==> src/rtl/key_nco_multi.sv <==
// rtl/key_nco_multi.sv - key-controlled multi-channel NCO with debounced up/down/preset keys
// Shared frequency word steps on key events; N_CH phase accumulators run at binary multiples.
module key_nco_multi #(
    parameter int          ACC_W       = 32,
    parameter int          N_CH        = 2,
    parameter int          CH_SHIFT    = 2,
    parameter int          SCAN_CYCLES = 1_000_000,
    parameter int unsigned STEP        = 429496,
    parameter int unsigned FW_RESET    = 429496,
    parameter int unsigned FW_MIN      = 429496,
    parameter int unsigned FW_MAX      = 4294967,
    parameter int          WRAP_MODE   = 0,
    parameter int          REPEAT_DLY  = 25,
    parameter int          REPEAT_PER  = 5
) (
    input  logic             clk,
    input  logic             rst,
    input  logic [2:0]       key_in,
    output logic [ACC_W-1:0] fre_word,
    output logic             fw_upd,
    output logic [N_CH-1:0]  clk_out
);

    localparam int SCAN_W = (SCAN_CYCLES > 1) ? $clog2(SCAN_CYCLES) : 1;
    localparam int HOLD_W = (REPEAT_DLY > 1) ? $clog2(REPEAT_DLY) : 1;
    localparam int RPT_W  = (REPEAT_PER > 1) ? $clog2(REPEAT_PER) : 1;

    localparam logic [SCAN_W-1:0] SCAN_LAST = SCAN_W'(SCAN_CYCLES - 1);
    localparam logic [HOLD_W-1:0] HOLD_LAST = HOLD_W'(REPEAT_DLY - 1);
    localparam logic [RPT_W-1:0]  RPT_LAST  = RPT_W'(REPEAT_PER - 1);

    localparam logic [ACC_W-1:0] STEP_W  = ACC_W'(STEP);
    localparam logic [ACC_W-1:0] RESET_W = ACC_W'(FW_RESET);
    localparam logic [ACC_W-1:0] MIN_W   = ACC_W'(FW_MIN);
    localparam logic [ACC_W-1:0] MAX_W   = ACC_W'(FW_MAX);
    localparam logic [ACC_W:0]   DN_FLOOR = {1'b0, MIN_W} + {1'b0, STEP_W};
    localparam bit               WRAP    = (WRAP_MODE != 0);

    typedef enum logic [1:0] {
        ST_IDLE,
        ST_HOLD,
        ST_RPT
    } key_state_t;

    logic [2:0]        key_s1;
    logic [2:0]        key_s2;
    logic [SCAN_W-1:0] scan_cnt;
    logic              tick;
    logic              pre_smp;
    logic              ev_pre;
    logic [1:0]        ev_key;
    logic [1:0]        pressed;

    key_state_t        key_st   [2];
    logic [HOLD_W-1:0] hold_cnt [2];
    logic [RPT_W-1:0]  rpt_cnt  [2];

    logic [ACC_W-1:0]  acc [N_CH];
    logic [ACC_W:0]    sum_up;
    logic [ACC_W-1:0]  fw_next;

    assign tick    = (scan_cnt == SCAN_LAST);
    assign pressed = ~key_s2[1:0];

    always_ff @(posedge clk or posedge rst) begin
        if (rst) begin
            key_s1   <= 3'b111;
            key_s2   <= 3'b111;
            scan_cnt <= '0;
        end else begin
            key_s1   <= key_in;
            key_s2   <= key_s1;
            scan_cnt <= tick ? '0 : scan_cnt + SCAN_W'(1);
        end
    end

    // Up/down repeat FSMs; hold_cnt counts ticks elapsed since the press event.
    always_ff @(posedge clk or posedge rst) begin
        if (rst) begin
            pre_smp <= 1'b1;
            ev_pre  <= 1'b0;
            ev_key  <= 2'b00;
            for (int i = 0; i < 2; i++) begin
                key_st[i]   <= ST_IDLE;
                hold_cnt[i] <= '0;
                rpt_cnt[i]  <= '0;
            end
        end else begin
            ev_pre <= tick && pre_smp && !key_s2[2];
            if (tick) begin
                pre_smp <= key_s2[2];
            end
            for (int i = 0; i < 2; i++) begin
                ev_key[i] <= 1'b0;
                if (tick) begin
                    case (key_st[i])
                        ST_IDLE: begin
                            if (pressed[i]) begin
                                ev_key[i]   <= 1'b1;
                                key_st[i]   <= ST_HOLD;
                                hold_cnt[i] <= '0;
                            end
                        end
                        ST_HOLD: begin
                            if (!pressed[i]) begin
                                key_st[i] <= ST_IDLE;
                            end else if (hold_cnt[i] == HOLD_LAST) begin
                                ev_key[i]  <= 1'b1;
                                key_st[i]  <= ST_RPT;
                                rpt_cnt[i] <= '0;
                            end else begin
                                hold_cnt[i] <= hold_cnt[i] + HOLD_W'(1);
                            end
                        end
                        ST_RPT: begin
                            if (!pressed[i]) begin
                                key_st[i] <= ST_IDLE;
                            end else if (rpt_cnt[i] == RPT_LAST) begin
                                ev_key[i]  <= 1'b1;
                                rpt_cnt[i] <= '0;
                            end else begin
                                rpt_cnt[i] <= rpt_cnt[i] + RPT_W'(1);
                            end
                        end
                        default: key_st[i] <= ST_IDLE;
                    endcase
                end
            end
        end
    end

    always_comb begin
        sum_up  = {1'b0, fre_word} + {1'b0, STEP_W};
        fw_next = fre_word;
        if (ev_pre) begin
            fw_next = RESET_W;
        end else if (ev_key[0] && !ev_key[1]) begin
            if (sum_up > {1'b0, MAX_W}) begin
                fw_next = WRAP ? MIN_W : MAX_W;
            end else begin
                fw_next = sum_up[ACC_W-1:0];
            end
        end else if (ev_key[1] && !ev_key[0]) begin
            if ({1'b0, fre_word} < DN_FLOOR) begin
                fw_next = WRAP ? MAX_W : MIN_W;
            end else begin
                fw_next = fre_word - STEP_W;
            end
        end
    end

    always_ff @(posedge clk or posedge rst) begin
        if (rst) begin
            fre_word <= RESET_W;
            fw_upd   <= 1'b0;
        end else begin
            fre_word <= fw_next;
            fw_upd   <= (fw_next != fre_word);
        end
    end

    // Accumulators are never cleared on a word change, keeping output phase continuous.
    always_ff @(posedge clk or posedge rst) begin
        if (rst) begin
            clk_out <= '0;
            for (int k = 0; k < N_CH; k++) begin
                acc[k] <= '0;
            end
        end else begin
            for (int k = 0; k < N_CH; k++) begin
                acc[k]     <= acc[k] + (fre_word << (k * CH_SHIFT));
                clk_out[k] <= acc[k][ACC_W-1];
            end
        end
    end

endmodule
==> config.mk <==
export PLATFORM = sky130hd
export DESIGN_NAME = key_nco_multi
export DESIGN_NICKNAME = d
export VERILOG_FILES = /design/src/rtl/key_nco_multi.sv
export SDC_FILE = /design/constraint.sdc
export NUM_CORES = 1
export LEC_CHECK = 0
export BUFFER_PORTS_ARGS = -buffer_cell sky130_fd_sc_hd__buf_4
export CORE_MARGIN = 2
export CORE_UTILIZATION = 52
export DETAILED_ROUTE_END_ITERATION = 6
export PLACE_DENSITY = 0.69
export SLEW_MARGIN = 20
export SYNTH_ARGS = -nofsm -noshare
export SYNTH_HDL_FRONTEND = slang
export SYNTH_SLANG_ARGS = --single-unit
==> constraint.sdc <==
create_clock -name clk -period 6.3 [get_ports clk]
set_input_delay 0.63 -clock clk [delete_from_list [all_inputs] [get_ports clk]]
set_output_delay 0.63 -clock clk [all_outputs]
set_load 0.1 [all_outputs]
Word-level counts from Yosys, hierarchy flattened
Cells that the tools add are included.
{"block": "word_totals", "ram_bits": 0, "n_memories": 0, "rom_bits": 0, "regBits": 149, "out_inout_bits": 35, "latchBits": 0, "word_cells": 120, "in_bits": 5}
{"block": "classes", "n_eq_ne": 24, "add_sub_neg": 9, "n_shift": 0, "reduce_logical": 19, "order_cmp": 2, "bitwise": 1, "muxes": 48, "mul": 0, "n_div": 0}
{"cell": "2-to-1 mux 32 bit", "n": 5}
{"cell": "adder 32 bit", "n": 2}
{"cell": "adder 32 x 19 -> 33 bit, second input constant", "n": 1}
{"cell": "greater-than comparator 33 x 23 -> 1 bit, second input constant", "n": 1}
{"cell": "less-than comparator 32 x 20 -> 1 bit, second input constant", "n": 1}
{"cell": "!= test 32 bit", "n": 1}
{"cell": "subtractor 32 x 19 -> 32 bit, second input constant", "n": 1}
{"cell": "2-to-1 mux 5 bit", "n": 6}
{"cell": "2-to-1 mux 3 bit", "n": 8}
{"cell": "!= test 2 bit, second input constant", "n": 12}
{"cell": "adder 20 x 1 -> 20 bit, second input constant", "n": 1}
{"cell": "equality test 20 bit, second input constant", "n": 1}
{"cell": "2-to-1 mux 20 bit", "n": 1}
{"cell": "one-hot mux 5 bit (2 select lines)", "n": 2}
{"cell": "AND reduction 5 bit", "n": 4}
{"cell": "2-to-1 mux 2 bit", "n": 8}
{"cell": "2-to-1 mux 1 bit", "n": 12}
{"cell": "one-hot mux 2 bit (3 select lines)", "n": 2}
{"cell": "one-hot mux 3 bit (2 select lines)", "n": 2}
{"cell": "adder 5 x 1 -> 5 bit, second input constant", "n": 2}
{"cell": "equality test 5 bit, second input constant", "n": 2}
{"cell": "AND reduction 4 bit", "n": 2}
{"cell": "nonzero test 2 bit", "n": 4}
{"cell": "adder 3 x 1 -> 3 bit, second input constant", "n": 2}
{"cell": "other kinds (9)", "n": 20}

Depth between registers and ports, before layout
Gate-level depths: netlist of run 1.
{"block": "logic_depth", "depth_word": 6, "depth_mapped": 16, "mapped_depth_nobuf": 15}

Worst setup path before layout of run 1
Ideal clock, no wire load.
{"block": "synth_timing", "kind": "flip-flop to flip-flop", "startpoint": "register fre_word[4]", "endpoint": "register fw_upd", "synth_period_minus_slack_ns": 4.466, "setup_ns": 0.139, "t_arrival_ns": 4.327, "n_path_buf": 1, "path_stages_with_launch": 16, "setup_slack_ns": 1.834, "t_required_ns": 6.161, "cell_sequence": "dfstp_2 -> clkbuf_1 -> inv_1 -> ha_1 -> nor2b_1 -> o211ai_2 -> a21oi_2 -> or3_1 -> nand2_1 -> o21ai_0 -> o211a_1 -> a311o_2 -> xnor2_1 -> nor4_1 -> nand4_1 -> or4_1"}
{"block": "synth_via", "elab_chain_len": 6, "word_cells_on_any_way": 10, "cone_classes": "add/sub (2); order compare (2); eq/ne (1); mux (5)"}
{"element": "from (decl)", "line": "19", "source": "output logic [ACC_W-1:0] fre_word,"}
{"element": "from (signal assigned)", "line": "157", "source": "fre_word <= fw_next;"}
{"element": "adder 32 x 19 -> 33 bit, or another cell as far along", "line": "133", "source": "sum_up = {1'b0, fre_word} + {1'b0, STEP_W};"}
{"element": "greater-than comparator 33 x 23 -> 1 bit or 2-to-1 mux 32 bit (tied branches)", "line": "138, 144"}
{"element": "2-to-1 mux 32 bit (on tied branches)", "line": "138, 143"}
{"element": "2-to-1 mux 32 bit (*)", "line": "137", "source": "end else if (ev_key[0] && !ev_key[1]) begin"}
{"element": "2-to-1 mux 32 bit (*)", "line": "135", "source": "if (ev_pre) begin"}
{"element": "net fw_next[17]", "line": "60", "source": "logic [ACC_W-1:0] fw_next;"}
{"element": "!= test 32 bit (*)", "line": "158", "source": "fw_upd <= (fw_next != fre_word);"}
{"element": "to (signal assigned)", "line": "158"}
{"element": "to (decl)", "line": "20", "source": "output logic fw_upd,"}
Mark *: on every way through the listed nets, which the timed path passes. The rest lies on a longest branch.
A chain may end at the register's enable or synchronous reset.

Worst setup path in the final report of run 1
{"block": "layout_timing", "startpoint": "register fre_word[22]", "endpoint": "register fw_upd"}
{"block": "layout_via", "elab_chain_len": 6, "word_cells_on_any_way": 10, "cone_classes": "add/sub (2); order compare (2); eq/ne (1); mux (5)"}
{"element": "adder 32 x 19 -> 33 bit, or another cell as far along", "line": "133"}
{"element": "greater-than comparator 33 x 23 -> 1 bit or 2-to-1 mux 32 bit (tied branches)", "line": "138, 144"}
{"element": "2-to-1 mux 32 bit (on tied branches)", "line": "138, 143"}
{"element": "2-to-1 mux 32 bit", "line": "137"}
{"element": "2-to-1 mux 32 bit", "line": "135"}
{"element": "!= test 32 bit (*)", "line": "158"}
Mark *: on every way between the ends. The rest lies on a longest branch, timed or not.

==> results of run 1 <==
synthesized netlist by cell type (6+ instances only):
library cell / instances / share of area (%)
and2_1: 13 / 0.76
nor2b_1: 21 / 1.2
nand4_1: 16 / 0.93
nor4_1: 13 / 0.76
o21a_1: 18 / 1.3
a21o_1: 24 / 1.7
inv_1: 40 / 1.4
nand3b_1: 6 / 0.42
nand3_1: 46 / 2.1
nor2_1: 112 / 3.9
ha_1: 80 / 9.3
clkbuf_1: 43 / 1.5
nor3_1: 33 / 1.5
dfrtp_1: 130 / 30
nand2b_1: 20 / 1.2
or3_1: 7 / 0.41
buf_1: 8 / 0.28
nor3b_1: 6 / 0.42
and3_1: 17 / 0.99
xnor2_1: 59 / 4.8
xor2_1: 32 / 2.6
o31ai_1: 9 / 0.63
a311oi_1: 6 / 0.49
a21oi_1: 84 / 3.9
nand4b_1: 6 / 0.49
o22ai_1: 7 / 0.41
a211oi_1: 17 / 1.2
o211ai_1: 8 / 0.56
nand2_1: 112 / 3.9
o21ai_0: 87 / 4.0
buf_2: 7 / 0.33
dfstp_2: 17 / 4.2
a31oi_1: 17 / 0.99
layer usage:
layer | up-vias | routed length (um) | share of wire, %
met5 | - | 0 | 0
met4 | 0 | 1380 | 4.8
met3 | 127 | 2560 | 8.9
met2 | 509 | 12700 | 44
met1 | 4554 | 12300 | 42
li1 | 4564 | - | -
per-stage QoR:
stage | setup slack (ns) | hold slack, ns | util (%) | cell area, um^2 | power (mW)
6_report | 1.12 | 0.303 | 57.9 | 11800 | 1.95
5_1_grt | 0.811 | 0.293 | 57.9 | 11800 | 2.02
4_1_cts | 1.26 | 0.291 | 57.9 | 11800 | 1.98
3_5_place_dp | 1.27 | 0.348 | 55.2 | 11200 | 0.990
3_3_place_gp | 1.28 | 0.346 | 55.2 | 11200 | 0.989
2_1_floorplan | 1.75 | 0.345 | - | 10800 | 0.980
critical path: stages, from the launching register on:
cell and delay [ns]:
dfrtp_1 0.66, nor4_1 0.65, o211ai_1 0.21, a2111oi_2 0.26, buf_4 0.24, a21o_1 0.80, nor2_1 0.29, a211oi_1 0.35
o2111a_1 0.23, and4_1 0.23, nand4_1 0.10, a2111oi_1 0.36, nand4_1 0.12, or4_1 0.53
cells in the final DEF (no fill, tap or decap), types with 32 or more instances in the layout:
| master | instances |
|---|---|
| a21oi_1 | 84 |
| buf_4 | 48 |
| o21ai_0 | 87 |
| nor3_1 | 33 |
| nand3_1 | 46 |
| inv_1 | 39 |
| dfrtp_1 | 130 |
| nor2_1 | 112 |
| nand2_1 | 112 |
| ha_1 | 80 |
| xnor2_1 | 59 |
| xor2_1 | 32 |
cell families (layout without fill, tap and decap cells):
kind of cell               Yosys count  after routing  synth area share, %
buffers and inverters              101            120                 3.82
AOI/OAI and AO/OA                  361            361                 22.6
DFF                                147            147                 34.4
xor gates and xnor gates            91             91                 7.41
muxes                                8              8                0.779
adders and majority gates           82             82                 9.68
and+or+nand+nor                    452            452                 21.3
flip-flops by register name, summed over array words and instances, names as in the netlist:
| register | flops |
|---|---|
| acc | 62 |
| fre_word | 32 |
| scan_cnt | 20 |
| hold_cnt | 10 |
| rpt_cnt | 6 |
| key_st | 4 |
| key_s1 | 3 |
| key_s2 | 3 |
| clk_out | 2 |
| ev_key | 2 |
| ev_pre | 1 |
| fw_upd | 1 |
| pre_smp | 1 |
path summary, 6_finish.rpt:
kind                            cells after the start                    from                endpoint
worst max-delay path                               13  fre_word[22]$_DFF_PP0_        fw_upd$_DFF_PP0_
worst min-delay path                                1               key_in[1]     key_s1[1]$_DFF_PP1_
worst max register to register                     13  fre_word[22]$_DFF_PP0_        fw_upd$_DFF_PP0_
worst min register to register                      0     key_s1[0]$_DFF_PP1_     key_s2[0]$_DFF_PP1_
max in group asynchronous                           3                     rst        acc[6]$_DFF_PP0_
min in group asynchronous                           2                     rst  scan_cnt[13]$_DFF_PP0_
cell type report:
class / instances / area share, %
Multi-Input combinational cell: 994 / 56.5
Clock inverter: 13 / 1.09
Inverter: 40 / 1.32
Sequential cell: 147 / 31.5
Tap cell: 270 / 2.87
Clock buffer: 19 / 3.68
Timing Repair Buffer: 48 / 3.06
power by group through the flow:
stage | Clock [mW] | Sequential (mW) | Combinational [mW]
global route | 1.04 | 0.949 | 0.0258
global placement | 0 | 0.966 | 0.0230
floorplan | 0 | 0.966 | 0.0140
detailed placement | 0 | 0.966 | 0.0232
CTS | 1.01 | 0.949 | 0.0233
finish | 0.984 | 0.949 | 0.0213
==> key figures, run 1 <==
Outcome
  • Status: completed

Die
  • Core footprint: 20300 um^2
  • Die footprint: 21900 um^2
  • Initial core utilization: 53.0%
  • Number of core rows: 52
  • Die Y-Extent: 148 um
  • I/O Pins: 40
  • Die Wd: 148 um

Synthesis
  • Sequential area share after synthesis: 34.4%
  • Synthesized flop and latch total: 147
  • Avg Inst Size Synth: 8.66 um^2
  • Post-synthesis cell count: 1242
  • Yosys warns: 0
  • Post-synth EDFFs: 0
  • Count of different cell masters after synthesis: 88
  • Asr flop ratio synth: 100%
  • Synth Cell Area: 10800 um^2
  • Syn_nets: 1329
  • Primary FF master, synth: dfrtp_1

Pwr
  • PD cells: 166 nW/um^2
  • Worst IR drop on VDD: 168 uV
  • Flop pwr share: 48.6%
  • Leak: 5.54 nW
  • Net Sw Frac: 23.2%
  • Psw: 0.454 mW
  • Clock share of power: 50.4%
  • Share of total power in combinational logic: 1.1%
  • P_int: 1.50 mW

Routing
  • Avg Vias per Cell: 6.37
  • Drt first pass iters: 7
  • Per-cell routed wire length: 18.8 um
  • ANT nets after route: 0
  • Detailed-route via count: 9754
  • Total routed wirelength: 28900 um
  • First DRT Iteration DRCs: 1224
  • DRC errors left: 0

CTS
  • Root buf cell: clkbuf_16
  • Hold-fix buffers, CTS: 0
  • Num CTS Buffers: 17
  • CTS tree: done
  • Resized cells post-CTS: 0
  • Worst-skew pair later-pin latency: 0.43 ns
  • CTS clk-pin slew, worst paths: 0.06 ns
  • H-tree levels: 4
  • CTS sink count: 147
  • Post-CTS Setup Bufs: 0
  • Max Root-Sink Buffers: 2

Placement
  • Dpl cells: 1499
  • I/O Buffers: 39
  • Hpwl dp: 19900 um
  • GP Congestion: 0.979

Timing
  • Slew margin rel.: 33.7%
  • Hold Violations, Final: 0
  • Unrepaired setup endpoints after global routing: no
  • Setup TNS: 0 ns
  • Slew Limit Fails: 0
  • Period utilization: 82.2%
  • Worst-Margin Slew: 0.995 ns
  • Tmin final: 5.18 ns
  • Worst Skew: 0.0119 ns
  • Final setup fails: 0
  • Fmax: 0.193 GHz

Setup path
  • WP data required: 6.59 ns
  • Critical Path End Type: register
  • Critical path launch point type: register
  • Crit Path Max Fanout: 27
  • Worst reg2reg setup slack: 1.12 ns
  • Arr. time, crit path: 5.47 ns
  • Critical path type: reg2reg

GRT
  • Met2 Resource Use GR: 41.0%
  • Largest net degree at the start of global routing: 96
  • GRT overflow: 0
  • Routing usage on met1: 36.6%
  • First-pass GRT wire length: 46600 um
  • Initial antenna violation count: 0
  • Most Crowded Layer GR: met2
  • GR Layer Usage met3: 4.69%
  • Vias in the first global route: 9089
  • Gr usage total: 26.7%

Final layout
  • Area Overhead vs Synth: 9.33%
  • Share of layout cells above drive strength 1: 9.67%
  • Nets: 1335
  • # diodes: 0
  • Non-filler instance count after layout: 1531
  • Fill count: 1841
  • Area occupied by multi-input gates: 6650 um^2
  • Seq. cell area: 3700 um^2

Job
  • Number of max-cap violations: 0

Min path
  • Worst Hold Class: in2reg
Power figures use the tool's default switching activity.
==> run 2, diff against run 1 <==
- ABC_AREA: not set -> 1
- PLACE_DENSITY: 0.69 -> 0.71
- clock period: 6.3 -> 4.58 ns (I/O delays scaled with it)
==> run 2 against run 1 <==
The run now ends with design-rule violations left. Critical path type unchanged. Via count is 12% higher. Power increased by 43%. Non-clock buffer count grew 1. Critical endpoint unchanged. Clock skew is 0.0010 ns higher. Cell area up 8.4%. Sequential power increased by 38%. Synthesized cell count rose by 34%.
==> key figures, run 2 <==
Outcome
  • Status: finished, violations left
  • Failing checks: design-rule violations

Synthesis
  • Asr flop ratio synth: 100%
  • Post-synth EDFFs: 0
  • Yosys warns: 0
  • Top cell type's share of synthesized area: 28.0%
  • Top-count cell post-synth: nand2_1
  • Post-synthesis cell count: 1664
  • Primary FF master, synth: dfrtp_1
  • Avg Inst Size Synth: 6.99 um^2
  • Synth area leaders: dfrtp_1 (28%), nand2_1 (13%), ha_1 (8.6%)
  • Sequential area share after synthesis: 31.8%
  • Count of different cell masters after synthesis: 52
  • Syn_nets: 1751
  • Synth Cell Area: 11600 um^2
  • Most frequent cells after synthesis: nand2_1 (418), inv_1 (227), nor2_1 (164)
  • Area leader, netlist: dfrtp_1
  • Synthesized flop and latch total: 147

Timing
  • Final setup fails: 0
  • PnR worst setup slack: 0.901 ns
  • Hold Violations, Final: 0
  • Unrepaired setup endpoints after global routing: no
  • Period utilization: 80.3%
  • Worst Skew: 0.0129 ns
  • Slew margin rel.: 32.3%
  • Tmin final: 3.68 ns
  • Hold slack: 0.130 ns
  • Setup TNS: 0 ns
  • Worst-Margin Slew: 1.01 ns
  • Slew Limit Fails: 0
  • Fmax: 0.272 GHz

CTS
  • CTS clk-pin slew, worst paths: 0.07 ns
  • CTS tree: done
  • Num CTS Buffers: 17
  • Resized cells post-CTS: 0
  • Worst-skew pair later-pin latency: 0.44 ns
  • H-tree levels: 4
  • Hold-fix buffers, CTS: 0
  • CTS sink count: 147
  • Max Root-Sink Buffers: 2
  • Root buf cell: clkbuf_16
  • Post-CTS Setup Bufs: 0

Die
  • Initial core utilization: 53.2%
  • Number of core rows: 54
  • Core footprint: 21900 um^2
  • Die Wd: 154 um
  • Die footprint: 23600 um^2
  • I/O Pins: 40
  • Die Y-Extent: 154 um

Final layout
  • Share of layout cells above drive strength 1: 9.67%
  • Largest Register: acc
  • Seq. cell area: 3700 um^2
  • Fill count: 2060
  • Commonest cells after routing, fill and taps aside: nand2_1 (418), inv_1 (226), nor2_1 (163), nand3_1 (137), dfrtp_1 (130)
  • Area occupied by multi-input gates: 6820 um^2
  • Largest register FFs: 62
  • Nets: 1781
  • # diodes: 0
  • Commonest non-fill, non-tap cell in the layout: nand2_1
  • Design Area, Final: 12700 um^2
  • Area Overhead vs Synth: 9.57%
  • Top Registers: acc x62, fre_word x32, scan_cnt x20

Routing
  • Per-cell routed wire length: 15.1 um
  • ANT nets after route: 0
  • First DRT Iteration DRCs: 759
  • Avg Vias per Cell: 5.52
  • Drt first pass iters: 7
  • Total routed wirelength: 29900 um
  • DRC errors left: 8
  • Detailed-route via count: 11000

Setup path
  • Crit path max-delay cell type: dfstp_2
  • Crit Path Max Fanout: 22
  • WP data required: 4.89 ns
  • Critical path's largest stage delay: 0.62 ns
  • Worst reg2reg setup slack: 0.90 ns
  • Buf+Inv Stages, Crit Path: 1
  • Critical path launch point type: register
  • Critical Path End Type: register
  • CP most frequent cell: nand2_1
  • RR Endpoint: fw_upd$_DFF_PP0_
  • Crit-path cells: inv_1 > ha_1 > nand2_2 > nand2_2 > nand2_1 > nand2_1 > nand2_2 > nand2_1 > nand2_1 > nand2_1 > nor2_2 > nand3_1 > nor2_1 > nand3_1 > nand2_2 > nand2_1 > nand2_1 > nand3_1 > nand2_1 > nand3_1 > nor2_1 > nand2_1 > nor2_1 > nand2_1
  • Reg2reg path depth: 24
  • Top Family by Delay on Critical Path: simple AND/OR/NAND/NOR gates
  • RR Startpoint: fre_word[3]$_DFF_PP1_
  • Arr. time, crit path: 3.99 ns
  • Critical path type: reg2reg

Placement
  • I/O Buffers: 39
  • Pre-CTS WS: 0.984 ns
  • Placed instance area: 12100 um^2
  • GP Congestion: 0.928
  • Hpwl dp: 22500 um

Pwr
  • Leak: 7.14 nW
  • PD cells: 220 nW/um^2
  • Worst IR drop on VDD: 212 uV

Min path
  • Hold depth: 1
  • Worst Hold Class: in2reg
  • Min-Delay Startpoint: key_in[2]
  • Worst Hold Path EP: key_s1[2]$_DFF_PP1_

GRT
  • Vias in the first global route: 10600
  • GRT overflow: 0
  • Gr usage total: 25.9%
  • First-pass GRT wire length: 50100 um
  • Initial antenna violation count: 0
  • Largest net degree at the start of global routing: 101

Job
  • Number of max-cap violations: 0
==> run 2: power breakdown <==
part | internal, mW | leakage [nW] | switching, mW
clock | 0.837 | 0.298 | 0.627
sequential | 1.30 | 1.98 | 0.00205
combinational | 0.00439 | 4.87 | 0.0273
total | 2.14 | 7.14 | 0.656
==> run 2: layout make-up <==
class	count	area share [%]
clock buffer	18	3.44
sequential	147	29.0
multi-input combinational	1238	53.5
inverter	241	7.13
tap	280	2.75
timing repair buffer	49	2.89
clock inverter	14	1.29
==> run 2: metrics by stage <==
step,util [%],instances,total power [mW]
floorplan,-,1664,1.35
global placement,55.5,1955,1.36
detailed placement,55.5,1955,1.36
CTS,58.2,1987,2.82
global route,58.2,1987,2.88
finish,58.2,1987,2.80
==> run 2: worst max-delay path by stage <==
stage                               start                 to  cells past startpoint
detailed placement  fre_word[3]$_DFF_PP1_   fw_upd$_DFF_PP0_                     24
global placement    fre_word[3]$_DFF_PP1_   fw_upd$_DFF_PP0_                     26
floorplan                             rst  acc[10]$_DFF_PP0_                      1
global route        fre_word[3]$_DFF_PP1_   fw_upd$_DFF_PP0_                     26
finish              fre_word[3]$_DFF_PP1_   fw_upd$_DFF_PP0_                     24
CTS                 fre_word[3]$_DFF_PP1_   fw_upd$_DFF_PP0_                     24
==> run 2: layer usage <==
metal  track usage, %  share of wire (%)
met3             4.93                6.5
met5                0                  0
met1             34.4                 44
met2             42.8                 47
met4             8.13                2.3
==> run 2: cell families (layout without fill, tap and decap cells) <==
group,count (synthesis),after routing,synth area share [%]
XOR/XNOR,91,91,6.91
AO/OA/AOI/OAI,223,223,10.9
adder cells (fa/ha/maj),82,82,8.95
AND/OR/NAND/NOR,841,841,31.7
multiplexers,1,1,0.0968
buffers and inverters,279,322,9.62
flip-flops,147,147,31.8
